`src/rtl/paint_canvas_ctrl_if.sv`:
```
// Port bundle between the display/cursor side and the frame-buffer controller.
// master drives video, cursor and clear controls; slave owns the RAM port and status.
interface paint_canvas_ctrl_if #(
    parameter int ADDR_W   = 15,
    parameter int COLOUR_W = 12,
    parameter int X_W      = 8,
    parameter int Y_W      = 7,
    parameter int BRUSH_W  = 2
);
    logic                screen_on;
    logic [ADDR_W-1:0]   disp_addr;
    logic [X_W-1:0]      cursor_x;
    logic [Y_W-1:0]      cursor_y;
    logic [COLOUR_W-1:0] draw_colour;
    logic                draw_en;
    logic [BRUSH_W-1:0]  brush_size;
    logic                clear_req;
    logic [COLOUR_W-1:0] clear_colour;
    logic [ADDR_W-1:0]   ram_a;
    logic                ram_we;
    logic [COLOUR_W-1:0] ram_wd;
    logic                busy;
    logic                clear_done;

    modport master (
        output screen_on, disp_addr, cursor_x, cursor_y, draw_colour, draw_en,
               brush_size, clear_req, clear_colour,
        input  ram_a, ram_we, ram_wd, busy, clear_done
    );

    modport slave (
        input  screen_on, disp_addr, cursor_x, cursor_y, draw_colour, draw_en,
               brush_size, clear_req, clear_colour,
        output ram_a, ram_we, ram_wd, busy, clear_done
    );
endinterface

```
`src/rtl/paint_canvas_ctrl.sv`:
```
// Frame-buffer port mux plus brush-stamp / clear engine; display address is combinational, engine writes one pixel per blanking cycle.
// Active video stalls the engine in place (no writes, no progress); it resumes on the first blanking cycle.
module paint_canvas_ctrl #(
    parameter int H_RES     = 160,
    parameter int V_RES     = 120,
    parameter int ADDR_W    = 15,
    parameter int COLOUR_W  = 12,
    parameter int X_W       = 8,
    parameter int Y_W       = 7,
    parameter int MAX_BRUSH = 4,
    parameter int BRUSH_W   = 2
) (
    input  logic               clk,
    input  logic               reset,
    paint_canvas_ctrl_if.slave bus
);
    localparam logic [ADDR_W-1:0]  LAST_ADDR = ADDR_W'(H_RES * V_RES - 1);
    localparam logic [BRUSH_W-1:0] SIZE_MAX  = BRUSH_W'(MAX_BRUSH - 1);

    typedef enum logic [1:0] {IDLE, BRUSH, CLEAR} state_t;

    typedef struct packed {
        logic [X_W-1:0]      x;
        logic [Y_W-1:0]      y;
        logic [COLOUR_W-1:0] colour;
        logic [BRUSH_W-1:0]  size;
    } stamp_t;

    state_t              state, state_nxt;
    stamp_t              cur, cur_nxt;
    stamp_t              last, last_nxt;
    stamp_t              req;
    logic                stamp_valid, stamp_valid_nxt;
    logic                clear_pending, clear_pending_nxt;
    logic                done_q, done_nxt;
    logic [BRUSH_W-1:0]  dx, dx_nxt, dy, dy_nxt;
    logic [ADDR_W-1:0]   clr_addr, clr_addr_nxt;
    logic [BRUSH_W-1:0]  size_sat;
    logic [X_W:0]        px;
    logic [Y_W:0]        py;
    logic                clipped;
    logic [ADDR_W-1:0]   eng_addr;

    always_ff @(posedge clk) begin
        if (reset) begin
            state         <= IDLE;
            cur           <= '0;
            last          <= '0;
            stamp_valid   <= 1'b0;
            clear_pending <= 1'b0;
            done_q        <= 1'b0;
            dx            <= '0;
            dy            <= '0;
            clr_addr      <= '0;
        end else begin
            state         <= state_nxt;
            cur           <= cur_nxt;
            last          <= last_nxt;
            stamp_valid   <= stamp_valid_nxt;
            clear_pending <= clear_pending_nxt;
            done_q        <= done_nxt;
            dx            <= dx_nxt;
            dy            <= dy_nxt;
            clr_addr      <= clr_addr_nxt;
        end
    end

    always_comb begin
        size_sat = (bus.brush_size > SIZE_MAX) ? SIZE_MAX : bus.brush_size;
        req      = '{x: bus.cursor_x, y: bus.cursor_y, colour: bus.draw_colour, size: size_sat};

        // One extra bit on each axis so a brush hanging off the edge clips instead of wrapping.
        px       = {1'b0, cur.x} + (X_W+1)'(dx);
        py       = {1'b0, cur.y} + (Y_W+1)'(dy);
        clipped  = (state == BRUSH) && ((32'(px) >= H_RES) || (32'(py) >= V_RES));

        unique case (state)
            BRUSH:   eng_addr = ADDR_W'(py) * ADDR_W'(H_RES) + ADDR_W'(px);
            CLEAR:   eng_addr = clr_addr;
            default: eng_addr = '0;
        endcase

        state_nxt         = state;
        cur_nxt           = cur;
        last_nxt          = last;
        stamp_valid_nxt   = stamp_valid;
        clear_pending_nxt = clear_pending;
        done_nxt          = 1'b0;
        dx_nxt            = dx;
        dy_nxt            = dy;
        clr_addr_nxt      = clr_addr;

        // A request arriving while busy stamping or during video is remembered, never dropped.
        if (bus.clear_req && state != CLEAR) clear_pending_nxt = 1'b1;

        if (!bus.screen_on) begin
            unique case (state)
                IDLE: begin
                    if (bus.clear_req || clear_pending) begin
                        state_nxt         = CLEAR;
                        cur_nxt.colour    = bus.clear_colour;
                        clr_addr_nxt      = '0;
                        clear_pending_nxt = 1'b0;
                    end else if (bus.draw_en && (!stamp_valid || req != last)) begin
                        state_nxt = BRUSH;
                        cur_nxt   = req;
                        dx_nxt    = '0;
                        dy_nxt    = '0;
                    end
                end
                BRUSH: begin
                    if (dx == cur.size) begin
                        dx_nxt = '0;
                        if (dy == cur.size) begin
                            state_nxt       = IDLE;
                            stamp_valid_nxt = 1'b1;
                            last_nxt        = cur;
                        end else begin
                            dy_nxt = dy + 1'b1;
                        end
                    end else begin
                        dx_nxt = dx + 1'b1;
                    end
                end
                CLEAR: begin
                    if (clr_addr == LAST_ADDR) begin
                        state_nxt       = IDLE;
                        done_nxt        = 1'b1;
                        stamp_valid_nxt = 1'b0;
                    end else begin
                        clr_addr_nxt = clr_addr + 1'b1;
                    end
                end
                default: state_nxt = IDLE;
            endcase
        end
    end

    assign bus.ram_a      = bus.screen_on ? bus.disp_addr : eng_addr;
    assign bus.ram_we     = !bus.screen_on && (state != IDLE) && !clipped && !reset;
    assign bus.ram_wd     = (state == IDLE) ? '0 : cur.colour;
    assign bus.busy       = (state != IDLE);
    assign bus.clear_done = done_q;
endmodule

```
`src/flat_wrapper.sv`:
```
// flat-port wrapper written by rule: the top's interface ports become plain ports
module paint_canvas_ctrl_flat 
#(
    parameter int H_RES     = 160,
    parameter int V_RES     = 120,
    parameter int ADDR_W    = 15,
    parameter int COLOUR_W  = 12,
    parameter int X_W       = 8,
    parameter int Y_W       = 7,
    parameter int MAX_BRUSH = 4,
    parameter int BRUSH_W   = 2
)
  (clk, reset, bus_screen_on, bus_disp_addr, bus_cursor_x, bus_cursor_y, bus_draw_colour, bus_draw_en, bus_brush_size, bus_clear_req, bus_clear_colour, bus_ram_a, bus_ram_we, bus_ram_wd, bus_busy, bus_clear_done);
  paint_canvas_ctrl_if #(.ADDR_W(ADDR_W), .COLOUR_W(COLOUR_W), .X_W(X_W), .Y_W(Y_W), .BRUSH_W(BRUSH_W)) bus_i ();
  input  logic clk;
  input  logic reset;
  input wire logic [$bits(bus_i.screen_on)-1:0] bus_screen_on;
  input wire logic [$bits(bus_i.disp_addr)-1:0] bus_disp_addr;
  input wire logic [$bits(bus_i.cursor_x)-1:0] bus_cursor_x;
  input wire logic [$bits(bus_i.cursor_y)-1:0] bus_cursor_y;
  input wire logic [$bits(bus_i.draw_colour)-1:0] bus_draw_colour;
  input wire logic [$bits(bus_i.draw_en)-1:0] bus_draw_en;
  input wire logic [$bits(bus_i.brush_size)-1:0] bus_brush_size;
  input wire logic [$bits(bus_i.clear_req)-1:0] bus_clear_req;
  input wire logic [$bits(bus_i.clear_colour)-1:0] bus_clear_colour;
  output wire logic [$bits(bus_i.ram_a)-1:0] bus_ram_a;
  output wire logic [$bits(bus_i.ram_we)-1:0] bus_ram_we;
  output wire logic [$bits(bus_i.ram_wd)-1:0] bus_ram_wd;
  output wire logic [$bits(bus_i.busy)-1:0] bus_busy;
  output wire logic [$bits(bus_i.clear_done)-1:0] bus_clear_done;
  assign bus_i.screen_on = bus_screen_on;
  assign bus_i.disp_addr = bus_disp_addr;
  assign bus_i.cursor_x = bus_cursor_x;
  assign bus_i.cursor_y = bus_cursor_y;
  assign bus_i.draw_colour = bus_draw_colour;
  assign bus_i.draw_en = bus_draw_en;
  assign bus_i.brush_size = bus_brush_size;
  assign bus_i.clear_req = bus_clear_req;
  assign bus_i.clear_colour = bus_clear_colour;
  assign bus_ram_a = bus_i.ram_a;
  assign bus_ram_we = bus_i.ram_we;
  assign bus_ram_wd = bus_i.ram_wd;
  assign bus_busy = bus_i.busy;
  assign bus_clear_done = bus_i.clear_done;
  paint_canvas_ctrl #(.H_RES(H_RES), .V_RES(V_RES), .ADDR_W(ADDR_W), .COLOUR_W(COLOUR_W), .X_W(X_W), .Y_W(Y_W), .MAX_BRUSH(MAX_BRUSH), .BRUSH_W(BRUSH_W)) u_core (.clk(clk), .reset(reset), .bus(bus_i));
endmodule
```
`config.mk`:
```
export PLATFORM = sky130hd
export DESIGN_NAME = paint_canvas_ctrl_flat
export DESIGN_NICKNAME = d
export VERILOG_FILES = /design/src/rtl/paint_canvas_ctrl_if.sv /design/src/rtl/paint_canvas_ctrl.sv /design/src/flat_wrapper.sv
export SDC_FILE = /design/constraint.sdc
export NUM_CORES = 1
export LEC_CHECK = 0
export ABC_AREA = 1
export CAP_MARGIN = 20
export CORE_MARGIN = 8
export CORE_UTILIZATION = 41
export CTS_CLUSTER_DIAMETER = 50
export DETAILED_ROUTE_END_ITERATION = 12
export PLACE_DENSITY = 0.66
export SLEW_MARGIN = 20
export SYNTH_ARGS = -nofsm -noshare
export SYNTH_HDL_FRONTEND = slang
export SYNTH_SLANG_ARGS = --single-unit
```
`constraint.sdc`:
```
create_clock -name clk -period 5.88 [get_ports clk]
set_clock_uncertainty 0.2 [all_clocks]
set_input_delay 1.176 -clock clk [delete_from_list [all_inputs] [get_ports clk]]
set_output_delay 1.176 -clock clk [all_outputs]
set_load 0.02 [all_outputs]
```
* After elaboration in Yosys (flattened, before gate mapping)
Index checks and enable logic that the tools add are counted.
** Word-level totals
- Register bits after elaboration :: 82
- Bits of input ports :: 61
- Output and inout port bits :: 30
- Word-level logic and storage cells :: 103
** Operators by class
- $add $sub $neg :: 6
- Multiply operators :: 1
- Magnitude comparators :: 3
- Equality and inequality tests :: 16
- Muxes and demuxes :: 31
- Bitwise logic cells :: 3
- Reduce and logical (&&, ||, !) cells :: 28
** Operators by type and width (number)
- case mux 15 bit (2 select lines) :: 2
- two-way mux 15 bit :: 3
- inequality test 29 bit :: 1
- two-way mux 12 bit :: 2
- two-way mux 2 bit :: 11
- AND reduction 4 bit :: 4
- adder 15 x 1 -> 15 bit (second input constant) :: 1
- adder 15 x 9 -> 15 bit :: 1
- equality test 15 bit (second input constant) :: 1
- two-way mux 14 bit :: 1
- inequality test 2 bit (second input constant) :: 6
- multiplier 8 x 3 -> 10 bit (second input constant) :: 1
- AND reduction 5 bit :: 2
- nonzero test 2 bit :: 5
- adder 8 x 2 -> 9 bit :: 1
- >= comparator 9 x 8 -> 1 bit (second input constant) :: 1
- adder 7 x 2 -> 8 bit :: 1
- >= comparator 8 x 7 -> 1 bit (second input constant) :: 1
- two-way mux 1 bit :: 8
- case mux 2 bit (2 select lines) :: 2
- logical AND 1 bit :: 6
- inequality test 2 x 1 -> 1 bit (second input constant) :: 3
- case mux 2 bit (3 select lines) :: 1
- AND reduction 6 bit :: 1
- 13 further kinds :: 22

* Logic depth before layout (Yosys ltp)
Gate-level depths: netlist (run 1).
- Word-level depth :: 8
- Gate-level depth with buffers :: 21
- Depth with buffers taken out :: 21

* Worst setup path before layout (run 1)
No wires, ideal clock.
- Path kind :: reg2out
- Start point :: register u_core.dy[1]
- End point :: output port bus_ram_a[14]
- Data arrival time :: 3.153 ns
- Data required time :: 4.504 ns
- Path slack :: 1.351 ns
- Stages on the path, launching flop included :: 22
- Buffers on the path :: 0
- Path through :: dfxtp_1 ha_1 nand3_1 o21ai_1 or2_2 nand2_1 inv_1 ha_1 ha_1 inv_1 fa_1 nor2_1 nand2_1 o21ai_0 nand3_1 nor2_1 nand2_1 nand2_1 nand3_1 nand2_1 nand2_1 nand2_1
** Between the ends
- Longest elaborated chain between the ends :: 5
** Ends and longest elaborated chain
- start, declared :: RTL line paint_canvas_ctrl.sv:36 : logic [BRUSH_W-1:0] dx, dx_nxt, dy, dy_nxt;
- start signal, assigned :: RTL line paint_canvas_ctrl.sv:63 : dy <= dy_nxt;
- adder 7 x 2 -> 8 bit :: RTL line paint_canvas_ctrl.sv:74 : py = {1'b0, cur.y} + (Y_W+1)'(dy);
- multiplier 8 x 3 -> 10 bit :: RTL line paint_canvas_ctrl.sv:78 : BRUSH: eng_addr = ADDR_W'(py) * ADDR_W'(H_RES) + ADDR_W'(px);
- adder 15 x 9 -> 15 bit :: RTL line paint_canvas_ctrl.sv:78
- case mux 15 bit (2 select lines) :: RTL line paint_canvas_ctrl.sv:77 : unique case (state)
- two-way mux 15 bit :: RTL line paint_canvas_ctrl.sv:139 : assign bus.ram_a = bus.screen_on ? bus.disp_addr : eng_addr;
- end, declared :: RTL line flat_wrapper.sv:26 : output wire logic [$bits(bus_i.ram_a)-1:0] bus_ram_a;
Every way passes these cells.

* Worst setup path after layout (run 1)
- Start point :: register u_core.dy[1]
- End point :: output port bus_ram_a[13]
The elaborated chain is that of the path after synthesis.

==> results of run 1 <==
[critical path: stages, from the launching register on]
cell	delay, ns
dfxtp_2	0.36
ha_1	0.30
nand3_1	0.08
o21ai_1	0.10
or2_2	0.29
nand2_1	0.10
inv_1	0.05
ha_1	0.28
ha_1	0.30
ha_1	0.27
inv_1	0.06
o21ai_0	0.20
and2_1	0.19
nand3_1	0.11
o21ai_0	0.17
nand3_1	0.11
nand2_1	0.10
nand2_1	0.05
nand2_1	0.06
clkdlybuf4s50_1	0.59
[power groups by stage]
stage          sequential, mW  clock [mW]  combinational (mW)
2_1_floorplan           0.662           0               0.378
3_5_place_dp            0.673           0               0.556
5_1_grt                 0.669       0.643               0.635
3_3_place_gp            0.671           0               0.552
6_report                0.661       0.606               0.556
4_1_cts                 0.661       0.620               0.559
[synthesized netlist by cell type, drive strengths merged, types with 4 or more instances]
cell type	instances	area share [%]
a21oi	90	8.4
a22o	10	1.6
buf	12	1.3
clkbuf	18	1.3
dfxtp	82	30
fa	4	1.5
ha	22	5.1
inv	137	9.5
nand2	181	13
nand3	34	3.2
nand4	9	1.2
nor2	80	5.8
nor3	16	1.5
o21ai	102	9.5
o22ai	4	0.46
xnor2	10	1.6
xor2	18	2.9
[kinds of logic after synthesis]
family / after synthesis / share of synthesized area, %
XOR/XNOR: 28 / 4.554
AND/OR/NAND/NOR: 327 / 25.30
flip-flops: 82 / 30.48
adder cells (fa/ha/maj): 26 / 6.598
buffers and inverters: 169 / 12.22
AO/OA/AOI/OAI: 212 / 20.84
[how the worst min path moves through the flow]
stage	from	to	slack (ns)	depth (start not counted)
after floorplan	u_core.last[20]$_SDFFE_PP0P_	u_core.last[20]$_SDFFE_PP0P_	0.24	2
after global placement	u_core.cur[14]$_SDFFE_PP0P_	u_core.cur[14]$_SDFFE_PP0P_	0.25	2
after detailed placement	u_core.last[10]$_SDFFE_PP0P_	u_core.last[10]$_SDFFE_PP0P_	0.26	2
after CTS	u_core.last[10]$_SDFFE_PP0P_	u_core.last[10]$_SDFFE_PP0P_	0.27	2
after global routing	u_core.cur[9]$_SDFFE_PP0P_	u_core.last[9]$_SDFFE_PP0P_	0.30	2
final	u_core.last[10]$_SDFFE_PP0P_	u_core.last[10]$_SDFFE_PP0P_	0.27	2
[stage by stage]
step | setup WS (ns) | total power, mW | util [%] | hold slack (ns)
after floorplan | 1.351 | 1.039 | - | 0.2363
after detailed placement | 0.5479 | 1.229 | 49.22 | 0.2609
after global routing | 0.06870 | 1.947 | 51.81 | 0.2954
final | 0.4040 | 1.823 | 51.81 | 0.2678
after global placement | 0.6521 | 1.223 | 49.22 | 0.2531
after CTS | 0.1780 | 1.840 | 51.67 | 0.2701
[cell type report]
type	instances	area (µm²)	area share (%)
Clock buffer	10	229.0	3.391
Clock inverter	6	90.09	1.334
Inverter	139	521.8	7.727
Multi-Input combinational cell	593	3100	45.91
Sequential cell	82	1643	24.33
Tap cell	176	220.2	3.261
Timing Repair Buffer	96	948.4	14.04
[flip-flops by register name, summed over array words and instances, names as in the netlist, 2 cells and up]
name / flops
u_core.cur: 29
u_core.clr_addr: 15
u_core.state: 2
u_core.dx: 2
u_core.last: 29
u_core.dy: 2
[repair_timing]
item	CTS	global route
setup endpoints to repair	0	2
hold buffers	0	0
gates resized for setup	0	4
[layer usage]
metal	wire [µm]	part of all wire (%)	global-route usage (%)
met1	7169	48	23.46
met5	0	0	0
met2	6749	45	30.07
met4	180	1.2	5.537
met3	945	6.3	4.586
==> results.json, run 1 <==
{
  "synthToLayoutAreaGrowth_pct": 25.40,
  "cts_sinks": 82,
  "reg2regPathDepth": 8,
  "clk_latency_ns": 0.34,
  "dieArea_um2": 17060,
  "grt_pass1_wl_um": 25010,
  "crit_required_ns": 4.50,
  "combPwrFrac_pct": 30.5,
  "numCtsBuffers": 9,
  "synthesis.nets": 931,
  "clk_path_buf_depth": 2,
  "p_leak_nw": 2.910,
  "syn-instance-count": 844,
  "reg2reg_to": "u_core.last[18]$_SDFFE_PP0P_",
  "worstReg2RegStart": "u_core.state[1]$_SDFFE_PP0P_",
  "power.switching_mw": 0.6217,
  "placed_cells_incl_taps": 1086,
  "finalInstanceArea_um2": 6753,
  "layout_common_cells": "nand2_1 (176), inv_1 (133), o21ai_0 (90), a21oi_1 (90), clkdlybuf4s50_1 (89)",
  "grt_usage_pct": 18.42,
  "maxSlewHeadroom_pct": 45.50,
  "final_max_slew_viol_count": 0,
  "outcome": "complete, no violations",
  "setup_viol": 0,
  "path_clk_slew_ns": 0.06,
  "h-tree-depth": 3,
  "grt_max_degree": 64,
  "core_um2": 13030,
  "fin_setup_tns_ns": 0,
  "peakVddDrop_uv": 153.3,
  "p_int_mw": 1.201,
  "ff2ff_setup_slack_ns": 2.84,
  "fmax_mhz": 182.6,
  "start_kind": "register",
  "antenna_found_initial": 0,
  "port_buffers": 90,
  "ant_nets": 0,
  "post_cts_buffers": 0,
  "rows": 42,
  "synth-seq-cells": 82,
  "crit_start": "u_core.dy[1]$_SDFFE_PP0P_",
  "diodes": 0,
  "cp-endpoint": "bus_ram_a[13]",
  "timing.final.crit_share_pct": 93.13,
  "grt_overflow": 0,
  "synth_edf_count": 0,
  "die_x_um": 130.6,
  "ys_seq_area_share_pct": 30.48,
  "synth-async-reset-ratio_pct": 0,
  "gp_congestion": 0.8397,
  "vias": 5373,
  "first_pass_iters": 5,
  "yosysWarnings": 0,
  "hp-class": "reg2reg",
  "die_y_um": 130.6,
  "final_cells": 1102,
  "end_kind": "primary output",
  "ys_types": 37,
  "final_common_cell": "nand2_1",
  "worstMarginPinSlew_ns": 0.8156,
  "grt_setup_unrepaired": "no",
  "avgSynthCellArea_um2": 6.381,
  "start_util_pct": 41.32,
  "detail_route.wl_per_cell_um": 13.65,
  "p_clk_share_pct": 33.2,
  "swShare_pct": 34.11,
  "hold_violations": 0,
  "p_per_area_nw_per_um2": 269.9,
  "vias_per_cell": 4.876,
  "finalCriticalPeriod_ns": 5.476,
  "first_iter_violations": 378,
  "fill_cells": 1379,
  "cts_tree": "done",
  "nets": 1008,
  "cts-root-buf": "clkbuf_16",
  "syn_area_um2": 5385,
  "drc": 0,
  "critPathKind": "reg2out",
  "cp_max_fo": 5,
  "io_pins": 91,
  "worstPathArrival_ns": 4.10,
  "wirelength_um": 15040,
  "max_cap_viol_count": 0,
  "first_global_vias": 5203,
  "place_hpwl_um": 11580,
  "seqPwrFrac_pct": 36.3,
  "ys.flop_type": "dfxtp_1",
  "drive_gt1_share_pct": 4.320,
  "dpl-instance-area_um2": 6415
}
No activity file was read; power rests on OpenSTA's default activity.
==> run 2, diff against run 1 <==
--- a/config.mk
+++ b/config.mk
@@ -7,7 +7,8 @@
 export LEC_CHECK = 0
 export ABC_AREA = 1
 export CAP_MARGIN = 20
-export CORE_MARGIN = 8
+export CORE_ASPECT_RATIO = 1.25
+export CORE_MARGIN = 3
 export CORE_UTILIZATION = 41
 export CTS_CLUSTER_DIAMETER = 50
 export DETAILED_ROUTE_END_ITERATION = 12
==> run 2 against run 1 <==
  * Design area fell by 0.15%
  * Sequential cell count is the same
  * Sequential power hardly changed
  * Highest routed layer unchanged
  * First-iteration DRC count shrank 33%
  * Largest cell class unchanged
  * Clock-buffer cell count up 1
  * Sequential share of layout area about the same
  * Critical path depth fell by 1
  * Worst hold slack got worse by 0.0094 ns
==> results.json, run 2 (same netlist as run 1, synthesis figures left out) <==
{
  "power.switching_mw": 0.6245,
  "p_leak_nw": 2.918,
  "top_layer_used": "met4",
  "gp_congestion": 0.9008,
  "first_global_vias": 5030,
  "worstMarginPinSlew_ns": 0.7748,
  "rows": 46,
  "cts.repair.resized": 0,
  "placed_cells_incl_taps": 1077,
  "fill_cells": 1314,
  "cts-root-buf": "clkbuf_16",
  "fmax_mhz": 183.2,
  "synthToLayoutAreaGrowth_pct": 25.21,
  "worstPathArrival_ns": 4.08,
  "start_util_pct": 42.15,
  "die_x_um": 108.5,
  "clk_path_buf_depth": 2,
  "outcome": "complete, no violations",
  "grt_setup_unrepaired": "no",
  "die_y_um": 134.1,
  "hold_violations": 0,
  "detail_route.wl_per_cell_um": 13.37,
  "maxSlewHeadroom_pct": 48.22,
  "layout_common_cells": "nand2_1 (176), inv_1 (133), a21oi_1 (90), o21ai_0 (89), clkdlybuf4s50_1 (89)",
  "hold_buffers": 0,
  "p_int_mw": 1.224,
  "vias_per_cell": 4.931,
  "final_cells": 1093,
  "core_um2": 12780,
  "port_buffers": 90,
  "max_cap_viol_count": 0,
  "final_max_slew_viol_count": 0,
  "antenna_found_initial": 0,
  "timing.final.crit_share_pct": 92.84,
  "seqPwrFrac_pct": 35.8,
  "power.total_mw": 1.848,
  "p_clk_share_pct": 34.3,
  "diodes": 0,
  "grt_max_degree": 64,
  "start_kind": "register",
  "first_iter_violations": 252,
  "finalCriticalPeriod_ns": 5.459,
  "peakVddDrop_uv": 129.2,
  "h-tree-depth": 3,
  "clk_latency_ns": 0.35,
  "cp_max_fo": 5,
  "numCtsBuffers": 9,
  "route.met3.wl_um": 896,
  "grt_overflow": 0,
  "drc": 0,
  "p_per_area_nw_per_um2": 274.1,
  "place_hpwl_um": 11340,
  "wl_met2_um": 7239,
  "wl_met1_um": 6205,
  "swShare_pct": 33.79,
  "nets": 1007,
  "first_pass_iters": 5,
  "combPwrFrac_pct": 29.9,
  "post_cts_buffers": 0,
  "path_clk_slew_ns": 0.06,
  "reg_top3": "u_core.cur x29, u_core.last x29, u_core.clr_addr x15",
  "drive_gt1_share_pct": 4.216,
  "end_kind": "primary output",
  "vias": 5390,
  "dieArea_um2": 14550,
  "final_common_cell": "nand2_1",
  "wirelength_um": 14610,
  "fin_setup_tns_ns": 0,
  "ant_nets": 0,
  "grt_pass1_wl_um": 23700,
  "hp-class": "reg2reg",
  "setup_viol": 0,
  "io_pins": 91,
  "grt_usage_pct": 20.49,
  "cts_tree": "done",
  "cts_sinks": 82,
  "critPathKind": "reg2out",
  "crit_required_ns": 4.50
}
==> run 2: changes by cell type in the layout (fill, tap and decap cells not counted), sizes merged <==
| cell | before | now |
|---|---|---|
| clkinv | 4 | 5 |
| inv | 138 | 137 |
| clkbuf | 10 | 11 |
| clkinvlp | 1 | 0 |
| buf | 6 | 5 |
==> run 2: layout make-up <==
type | instances | area, µm² | area share (%)
flip-flops and latches | 82 | 1643 | 24.36
well taps | 168 | 210.2 | 3.117
repair buffers | 95 | 940.9 | 13.95
clock buffers | 11 | 252.7 | 3.748
inverters | 139 | 521.8 | 7.738
clock inverters | 5 | 86.33 | 1.280
multi-input cells | 593 | 3088 | 45.80
==> run 2: through the flow <==
stage | area [µm²] | worst slack (ns) | hold WS (ns) | util [%]
6_report | 6743 | 0.4211 | 0.2585 | 52.77
5_1_grt | 6743 | 0.03336 | 0.2920 | 52.77
4_1_cts | 6736 | 0.2116 | 0.2645 | 52.72
3_5_place_dp | 6397 | 0.5730 | 0.2557 | 50.07
3_3_place_gp | 6397 | 0.6530 | 0.2529 | 50.07
2_1_floorplan | 5385 | 1.351 | 0.2363 | -
==> run 2: critical path: stages, from the launching register on <==
cell	delay, ns
dfxtp_1	0.40
ha_1	0.26
nand3_1	0.08
o21ai_1	0.10
or2_2	0.28
nand2_1	0.10
inv_1	0.05
ha_1	0.27
ha_1	0.16
inv_1	0.05
fa_1	0.41
xnor2_1	0.34
nand3_1	0.17
o21ai_0	0.20
nand3_1	0.09
nand2_1	0.08
nand2_1	0.05
nand2_1	0.06
clkdlybuf4s50_1	0.60
==> run 2: worst paths after layout <==
| path | start | to | cells past startpoint | slack, ns |
|---|---|---|---|---|
| setup / recovery | u_core.cur[15]$_SDFFE_PP0P_ | bus_ram_a[13] | 18 | 0.42 |
| hold / removal | u_core.last[20]$_SDFFE_PP0P_ | u_core.last[20]$_SDFFE_PP0P_ | 2 | 0.26 |
| setup reg to reg | u_core.state[0]$_SDFFE_PP0P_ | u_core.cur[27]$_SDFFE_PP0P_ | 7 | 2.99 |
| hold reg to reg | u_core.last[20]$_SDFFE_PP0P_ | u_core.last[20]$_SDFFE_PP0P_ | 2 | 0.26 |
==> run 2: power groups by stage <==
stage | registers, mW | clock network [mW] | logic, mW
after CTS | 0.661 | 0.640 | 0.556
after detailed placement | 0.673 | 0 | 0.553
after global routing | 0.670 | 0.668 | 0.625
after floorplan | 0.662 | 0 | 0.378
final | 0.661 | 0.635 | 0.552
after global placement | 0.671 | 0 | 0.549
==> run 2: metal layers <==
layer | GRT usage (%) | vias to the layer above
li1 | - | 2857
met1 | 24.18 | 2375
met2 | 36.12 | 141
met3 | 5.296 | 17
met4 | 6.105 | 0
met5 | 0 | -
==> run 3, diff against run 2 <==
--- a/config.mk
+++ b/config.mk
@@ -8,7 +8,6 @@
 export ABC_AREA = 1
 export CAP_MARGIN = 20
 export CORE_ASPECT_RATIO = 1.25
-export CORE_MARGIN = 3
 export CORE_UTILIZATION = 41
 export CTS_CLUSTER_DIAMETER = 50
 export DETAILED_ROUTE_END_ITERATION = 12
==> run 3 against run 2 <==
  * Sequential power is essentially flat
  * Combinational power fell by 0.7%
  * Sequential cell count unchanged
  * Critical path depth grew 4
  * Design area decreased by 0.52%
  * Register-to-register slack got worse by 0.02 ns
  * First-iteration DRC count grew 11%
  * Routed wire length shrank 1.4%
  * Utilization decreased by 0.27 points
  * Worst hold slack better by 0.0046 ns
  * Critical endpoint is now bus_ram_a[14]
==> results.json, run 3 (same netlist as run 1, synthesis figures left out) <==
{
  "first_pass_iters": 4,
  "path_delay_family": "simple AND/OR/NAND/NOR gates",
  "peakVddDrop_uv": 135.1,
  "fmax_mhz": 180.6,
  "max_cap_viol_count": 0,
  "end_kind": "primary output",
  "start_kind": "register",
  "detail_route.wl_per_cell_um": 13.18,
  "first_global_vias": 4937,
  "start_util_pct": 42.15,
  "timing.final.ws_setup_ns": 0.3415,
  "wirelength_um": 14410,
  "numCtsBuffers": 9,
  "grt_max_degree": 64,
  "drive_gt1_share_pct": 4.324,
  "crit_buf_inv": 3,
  "slowest_stage": "clkdlybuf4s50_1",
  "vias": 5339,
  "layout_common_cells": "nand2_1 (176), inv_1 (133), o21ai_0 (90), a21oi_1 (90), clkdlybuf4s50_1 (90)",
  "io_pins": 91,
  "clk_path_buf_depth": 2,
  "cts-root-buf": "clkbuf_16",
  "vias_per_cell": 4.885,
  "p_leak_nw": 2.891,
  "die_x_um": 104.5,
  "synthToLayoutAreaGrowth_pct": 24.56,
  "grt_overflow": 0,
  "grt_pass1_wl_um": 23440,
  "p_per_area_nw_per_um2": 266.6,
  "diodes": 0,
  "port_buffers": 90,
  "rows": 46,
  "pre_cts_slack_ns": 0.5763,
  "worstMarginPinSlew_ns": 0.7522,
  "dieArea_um2": 13600,
  "cp_max_fo": 5,
  "max_stage_delay_ns": 0.59,
  "crit_path_cell_trace": "ha_1, nand3_1, o21ai_1, or2_2, nand2_1, inv_1, ha_1, ha_1, inv_1, fa_1, nor2_1, nand2_1, o21ai_0, nand3_1, nor2_2, nand2_1, nand2_1, nand3_1, nand2_1, nand2_1, nand2_1, clkdlybuf4s50_1",
  "clk_latency_ns": 0.34,
  "antenna_found_initial": 0,
  "reg_top3": "u_core.cur x29, u_core.last x29, u_core.clr_addr x15",
  "place_hpwl_um": 11030,
  "drc": 0,
  "ant_nets": 0,
  "outcome": "complete, no violations",
  "grt_usage_pct": 21.70,
  "maxSlewHeadroom_pct": 49.74,
  "hp-class": "reg2reg",
  "fin_setup_tns_ns": 0,
  "crit_required_ns": 4.50,
  "hold_buffers": 0,
  "worstPathArrival_ns": 4.16,
  "core_um2": 12780,
  "setup_viol": 0,
  "p_int_mw": 1.176,
  "p_clk_share_pct": 32.3,
  "seqPwrFrac_pct": 37.0,
  "final_common_cell": "nand2_1",
  "hold_violations": 0,
  "cts_tree": "done",
  "path_clk_slew_ns": 0.06,
  "finalCriticalPeriod_ns": 5.538,
  "crit_path_frequent_cell": "nand2_1",
  "nets": 1007,
  "combPwrFrac_pct": 30.7,
  "h-tree-depth": 3,
  "cts_sinks": 82,
  "grt_setup_unrepaired": "no",
  "gp_congestion": 0.8459,
  "final_max_slew_viol_count": 0,
  "first_iter_violations": 279,
  "timing.final.crit_share_pct": 94.19,
  "die_y_um": 130.1,
  "critPathKind": "reg2out",
  "swShare_pct": 34.22,
  "power.switching_mw": 0.6121
}
-- run 3: path summary, 6_finish.rpt --
kind / slack (ns) / end / from / cells after the start
worst min-delay path: 0.26 / u_core.last[20]$_SDFFE_PP0P_ / u_core.last[20]$_SDFFE_PP0P_ / 2
worst max-delay path: 0.34 / bus_ram_a[14] / u_core.dy[1]$_SDFFE_PP0P_ / 22
worst min register to register: 0.26 / u_core.last[20]$_SDFFE_PP0P_ / u_core.last[20]$_SDFFE_PP0P_ / 2
worst max register to register: 2.97 / u_core.cur[15]$_SDFFE_PP0P_ / u_core.state[0]$_SDFFE_PP0P_ / 7
-- run 3: metal layers --
| layer | track usage, % | wire length, µm | up-vias |
|---|---|---|---|
| li1 | - | - | 2866 |
| met1 | 23.88 | 6297 | 2332 |
| met2 | 40.40 | 7096 | 118 |
| met3 | 4.346 | 600 | 23 |
| met4 | 9.664 | 411 | 0 |
| met5 | 0 | 0 | - |
-- run 3: timing repair --
action	4_1_cts	5_1_grt
setup endpoints to repair	0	1
gates resized for setup	0	3
buffers inserted	0	0
-- run 3: through the flow --
stage          power (mW)  instance area, µm²  hold WS (ns)  utilization (%)  cells
2_1_floorplan       1.039                5385        0.2363                -    844
3_3_place_gp        1.218                6397        0.2534            50.07   1077
3_5_place_dp        1.223                6397        0.2606            50.07   1077
4_1_cts             1.806                6703        0.2690            52.46   1093
5_1_grt             1.897                6708        0.2928            52.50   1093
6_report            1.789                6708        0.2630            52.50   1093
-- run 3: worst register-to-register path, cell delays in order (launching register included) --
cell	delay, ns
dfxtp_1	0.31
inv_1	0.10
ha_1	0.54
inv_2	0.19
nor2_1	0.25
nand4_2	0.63
o21ai_0	0.47
a21oi_1	0.08
-- run 3: power by group through the flow --
| stage | logic, mW | clock network [mW] | registers (mW) |
|---|---|---|---|
| after floorplan | 0.378 | 0 | 0.662 |
| after global placement | 0.547 | 0 | 0.671 |
| after detailed placement | 0.550 | 0 | 0.673 |
| after CTS | 0.553 | 0.592 | 0.661 |
| after global routing | 0.616 | 0.611 | 0.669 |
| final | 0.548 | 0.578 | 0.662 |
-- run 3: final cells by class --
cell class | count | area [µm²]
Clock buffer | 11 | 252.7
Clock inverter | 5 | 52.55
Fill cell | 1368 | 6070
Inverter | 139 | 521.8
Multi-Input combinational cell | 593 | 3088
Sequential cell | 82 | 1644
Tap cell | 168 | 210.2
Timing Repair Buffer | 95 | 938.4
==> edit 1, RTL diff (config.mk and constraints of run 3) <==
`BRUSH_W` is set to 2 in 3 places; all go to 3.
--- a/src/rtl/paint_canvas_ctrl_if.sv
+++ b/src/rtl/paint_canvas_ctrl_if.sv
@@ -5,7 +5,7 @@
     parameter int COLOUR_W = 12,
     parameter int X_W      = 8,
     parameter int Y_W      = 7,
-    parameter int BRUSH_W  = 2
+    parameter int BRUSH_W  = 3
 );
     logic                screen_on;
     logic [ADDR_W-1:0]   disp_addr;
--- a/src/rtl/paint_canvas_ctrl.sv
+++ b/src/rtl/paint_canvas_ctrl.sv
@@ -8,7 +8,7 @@
     parameter int X_W       = 8,
     parameter int Y_W       = 7,
     parameter int MAX_BRUSH = 4,
-    parameter int BRUSH_W   = 2
+    parameter int BRUSH_W   = 3
 ) (
     input  logic               clk,
     input  logic               reset,
--- a/src/flat_wrapper.sv
+++ b/src/flat_wrapper.sv
@@ -8,7 +8,7 @@
     parameter int X_W       = 8,
     parameter int Y_W       = 7,
     parameter int MAX_BRUSH = 4,
-    parameter int BRUSH_W   = 2
+    parameter int BRUSH_W   = 3
 )
   (clk, reset, bus_screen_on, bus_disp_addr, bus_cursor_x, bus_cursor_y, bus_draw_colour, bus_draw_en, bus_brush_size, bus_clear_req, bus_clear_colour, bus_ram_a, bus_ram_we, bus_ram_wd, bus_busy, bus_clear_done);
   paint_canvas_ctrl_if #(.ADDR_W(ADDR_W), .COLOUR_W(COLOUR_W), .X_W(X_W), .Y_W(Y_W), .BRUSH_W(BRUSH_W)) bus_i ();
Interface: changed (resized bus_brush_size); port bits go from 91 to 92. The function was not compared with the original's and may differ.
==> edit 1 against run 3 <==
Cell area is 6.2% higher. Maximum frequency is 2.8% higher. Wire length is 5.1% higher. Sequential cell count rose by 4. Critical path depth decreased by 6. Sequential share of layout area shrank 0.35 points. First-iteration DRC count decreased by 15%. Synthesized area is 7.6% higher. Setup slack improved by 0.15 ns. Power decreased by 8.8%. Critical endpoint is now bus_ram_a[10]. Highest routed layer unchanged.
==> edit 1: results (changes against run 3) <==
- DRT Wirelength: 15100 µm (+5.1%)
- WL met3: 613 µm (+2.2%)
- Relative slew slack: 0.490 (-0.00738)
- Area grow syn2layout: 23.0%
- Iteration-0 DRC Markers: 237 (-15%)
- Mapped Nets: 988 (+6.1%)
- XOR/XNOR Fraction of Synth Area: 0.0378 (-0.00775)
- Cell count after synthesis: 896 (+6.2%)
- First-pass GRT wire length: 24800 µm (+5.6%)
- Synth Area in Adders: 0.0700 (+0.00398)
- GR Util All Layers: 0.216 (-0.00134)
- Hold path endpoint: u_core.last[4]$_SDFFE_PP0P_
- Register area share after synthesis: 0.297 (-0.00770)
- Top cells by count, synth: nand2_1 (205), inv_1 (137), a21oi_1 (86), dfxtp_1 (86), nor2_1 (75)
- Library cells used by synthesis: 43 (+16%)
- Filler cells: 1441 (+5.3%)
- Internal power contribution: 1.12 mW (-4.5%)
- Reg2reg end: u_core.clr_addr[10]$_SDFFE_PP0P_
- Pre-CTS setup slack: 0.555 ns (-0.0216 ns)
- Run status: completed
- Share of cells above drive strength 1: 0.0502 (+0.00696)
- # nets final: 1063 (+5.6%)
- Worst-case vdd ir drop: 0.118 mV (-13%)
- DR vias/cell: 4.84 (-0.98%)
- Post-synthesis compound-gate area fraction: 0.188 (-0.0205)
- Top cells by area, synth: dfxtp_1 (30%), nand2_1 (13%), inv_1 (8.9%)
- Hold Crit Start: u_core.cur[4]$_SDFFE_PP0P_
- Worst hold slack: 0.269 ns (+0.00577 ns)
- RD Place Congestion: 0.839 (-0.84%)
- Crit path arrival time: 4.01 ns (-0.15 ns)
- M1 GR Usage: 0.249 (+0.00989)
- Critical path's top delay family: adder cells
- Reg-to-reg slack, setup: 3.21 ns (+0.24 ns)
- Hold path cells: 2 (unchanged)
- P_leak: 3.13 nW (+8.3%)
- Reg2Reg Depth: 12 (+5)
- Area post-placement: 0.00680 mm² (+6.3%)
- M2 GR Usage: 0.386 (-0.0176)
- Met3 usage in global routing: 0.0444 (+0.000945)
- Met2 wirelength from detailed routing: 7590 µm (+7.0%)
- Met1 WL: 6600 µm (+4.8%)
- Post-DP HPWL: 11700 µm (+5.8%)
[edit 1: cell count changes after synthesis, moves of 3 or more]
cell / delta
inv_1: +4
a21oi_1: -4
buf_4: +4
o21ai_0: -42
dfxtp_1: +4
nand4_1: +5
ha_1: +4
nand2_1: +29
o21ai_1: +34
nor3_2: +3
nand3b_1: +3
nand3_1: +10
[edit 1: power by group through the flow]
stage	logic [mW]	clock network (mW)	registers (mW)
after floorplan	0.272	0	0.659
after global placement	0.399	0	0.667
after detailed placement	0.401	0	0.668
after CTS	0.404	0.589	0.655
after global routing	0.452	0.609	0.661
final	0.400	0.575	0.655
[edit 1: worst max path at each step]
stage	start	slack, ns	cells past startpoint	to
floorplan	u_core.dy[0]$_SDFFE_PP0P_	1.37	17	bus_ram_a[14]
global placement	u_core.dy[0]$_SDFFE_PP0P_	0.63	18	bus_ram_a[14]
detailed placement	u_core.dy[0]$_SDFFE_PP0P_	0.55	18	bus_ram_a[14]
CTS	u_core.dy[0]$_SDFFE_PP0P_	0.18	18	bus_ram_a[14]
global route	u_core.dy[2]$_SDFFE_PP0P_	0.17	18	bus_ram_a[11]
finish	u_core.dy[0]$_SDFFE_PP0P_	0.49	16	bus_ram_a[10]
[edit 1: cell type report]
cell class,count,area share
multi-input cells,636,0.476
flip-flops and latches,86,0.242
repair buffers,97,0.135
inverters,141,0.0743
clock buffers,10,0.0335
well taps,175,0.0307
clock inverters,6,0.00860
[edit 1: timing repair]
action	in CTS	in global routing
setup buffers	0	0
resized for setup	0	7
endpoints found under the setup margin	0	3
[edit 1: logic make-up (layout without fill, tap and decap cells)]
kind of cell,count (synthesis),after routing
flip-flops,86,86
AO/OA/AOI/OAI,203,203
AND/OR/NAND/NOR,378,378
XOR/XNOR,25,25
buffers and inverters,174,254
adder cells (fa/ha/maj),30,30
==> edit 2, RTL diff (settings of run 3) <==
Without the edit above. Re-encode `state_t` (3 states) as one-hot, 3 bits wide.
--- a/src/rtl/paint_canvas_ctrl.sv
+++ b/src/rtl/paint_canvas_ctrl.sv
@@ -17,7 +17,7 @@
     localparam logic [ADDR_W-1:0]  LAST_ADDR = ADDR_W'(H_RES * V_RES - 1);
     localparam logic [BRUSH_W-1:0] SIZE_MAX  = BRUSH_W'(MAX_BRUSH - 1);
 
-    typedef enum logic [1:0] {IDLE, BRUSH, CLEAR} state_t;
+    typedef enum logic [2:0] {IDLE = 3'b001, BRUSH = 3'b010, CLEAR = 3'b100} state_t;
 
     typedef struct packed {
         logic [X_W-1:0]      x;
Function: same outputs for any inputs over 4 cycles, from zero or initial values and one cycle with reset high; so few cycles prove little.
==> edit 2 against run 3 <==
Utilization is 0.27 points higher. Sequential cell count up 1. Wire length shrank 3.3%. Combinational power is 32% lower. Cell area about the same. Synthesized area shrank 0.19%. Largest power group unchanged. Power shrank 15%. Critical path depth is 8 lower. Final cell count grew 0.91%. Synthesized cell count rose by 1.7%. Setup slack improved by 0.0047 ns.
==> edit 2: results (changes against run 3) <==
- Regs by FF count: u_core.cur: 29 flops, u_core.last: 29 flops, u_core.clr_addr: 15 flops
- RD Place Congestion: 0.902 (+6.6%)
- CP max FO: 5 (unchanged)
- Largest net degree at the start of global routing: 65 (+1.6%)
- Final cell count without fillers: 1103 (+0.91%)
- RR Startpoint: u_core.state[1]$_SDFFE_PP0P_
- Post-DP HPWL: 10500 µm (-4.7%)
- Crit-path max cell delay: 0.61 ns (+0.02 ns)
- Top cells by count, synth: nand2_1 (199), inv_1 (119), nor2_1 (118)
- Reg-to-reg slack, setup: 3.00 ns (+0.03 ns)
- CP startpoint: u_core.dy[0]$_SDFFE_PP0P_
- Final worst-path cycle share: 0.941 (about the same)
- Multi-input gate count: 618 (+4.2%)
- Register area share after synthesis: 0.309 (+0.00429)
- GR Util All Layers: 0.212 (-0.00545)
- Pre-CTS setup slack: 0.592 ns (+0.0158 ns)
- CTS sink count: 83 (+1.2%)
- Crit path to: bus_ram_a[13]
- Worst-case vdd ir drop: 0.147 mV (+8.6%)
- Top cells by area, synth: dfxtp_1 (31%), nand2_1 (14%), a21oi_1 (9.1%)
- Cell Count Post-Placement: 1089 (+1.1%)
- Via count: 5311 (-0.52%)
- Non-clock inverters: 124 (-11%)
- Antenna Cells: 0 (unchanged)
- Iteration-0 DRC Markers: 210 (-25%)
- Area of the multi-input gates: 0.00313 mm² (+1.3%)
- Clock-cell share of area: 0.0403 (-0.00525)
- Mean Syn Cell Area: 6.26 µm² (-1.8%)
- Num CTS Buffers: 9 (unchanged)
- Async set or reset register ratio after synthesis: 0 (unchanged)
- DRT Wirelength: 13900 µm (-3.3%)
- Clock transition at path regs: 0.05 ns
- Critical path's top delay family: adder cells
- Mapped Nets: 942 (+1.2%)
- P_leak: 2.89 nW (about the same)
- Comb pwr share: 0.243 (-0.064)
- Filler cells: 1292 (-5.6%)
- First-pass GRT wire length: 23100 µm (-1.6%)
- Non-clk bufs: 97 (+2.1%)
- Sw Share: 0.301 (-0.0413)
- Run status: completed
- CTS Buffer Depth: 2 (unchanged)
- Layout non-clock buf frac: 0.145 (+0.00514)
- Least-Margin Pin Slew: 0.753 ns (+0.00121 ns)
- Seq group: 616 µW (-6.9%)
- Share of cells above drive strength 1: 0.0406 (-0.00260)
- # nets final: 1017 (+0.99%)
- Vias in the first global route: 4912 (-0.51%)
- Reg2reg end: u_core.last[9]$_SDFFE_PP0P_
- Port Buffer Count: 90 (unchanged)
- FF/Latch Area: 0.00166 mm² (+1.1%)
edit 2: logic make-up after synthesis:
group                      Yosys count  share of synthesized area
and+or+nand+nor                    382                      0.292
AOI/OAI and AO/OA                  182                      0.178
buffers and inverters              157                      0.111
DFF                                 83                      0.309
xor gates and xnor gates            31                     0.0505
adders and majority gates           23                     0.0591
edit 2: stage by stage:
step	hold slack [ns]	instance area (µm²)	power, mW
6_report	0.263	6710	1.52
5_1_grt	0.279	6710	1.60
4_1_cts	0.269	6680	1.53
3_5_place_dp	0.258	6400	0.998
3_3_place_gp	0.247	6400	0.996
2_1_floorplan	0.231	5380	0.859
edit 2: worst min path at each step:
| stage | depth (start not counted) | from | end |
|---|---|---|---|
| floorplan | 2 | u_core.stamp_valid$_SDFFE_PP0P_ | u_core.stamp_valid$_SDFFE_PP0P_ |
| global placement | 2 | u_core.stamp_valid$_SDFFE_PP0P_ | u_core.stamp_valid$_SDFFE_PP0P_ |
| detailed placement | 2 | u_core.stamp_valid$_SDFFE_PP0P_ | u_core.stamp_valid$_SDFFE_PP0P_ |
| CTS | 2 | u_core.stamp_valid$_SDFFE_PP0P_ | u_core.stamp_valid$_SDFFE_PP0P_ |
| global route | 2 | u_core.stamp_valid$_SDFFE_PP0P_ | u_core.stamp_valid$_SDFFE_PP0P_ |
| finish | 2 | u_core.stamp_valid$_SDFFE_PP0P_ | u_core.stamp_valid$_SDFFE_PP0P_ |
edit 2: per-layer routing:
metal,vias up,global-route usage,share of wire
met2,124,0.387,0.48
met3,15,0.0355,0.044
met5,-,0,0
met1,2289,0.250,0.46
met4,0,0.0731,0.014
li1,2883,-,-
edit 2: repair_timing:
action	in CTS	in global routing
gates resized for setup	0	3
hold buffers	0	0
endpoints found under the setup margin	0	1
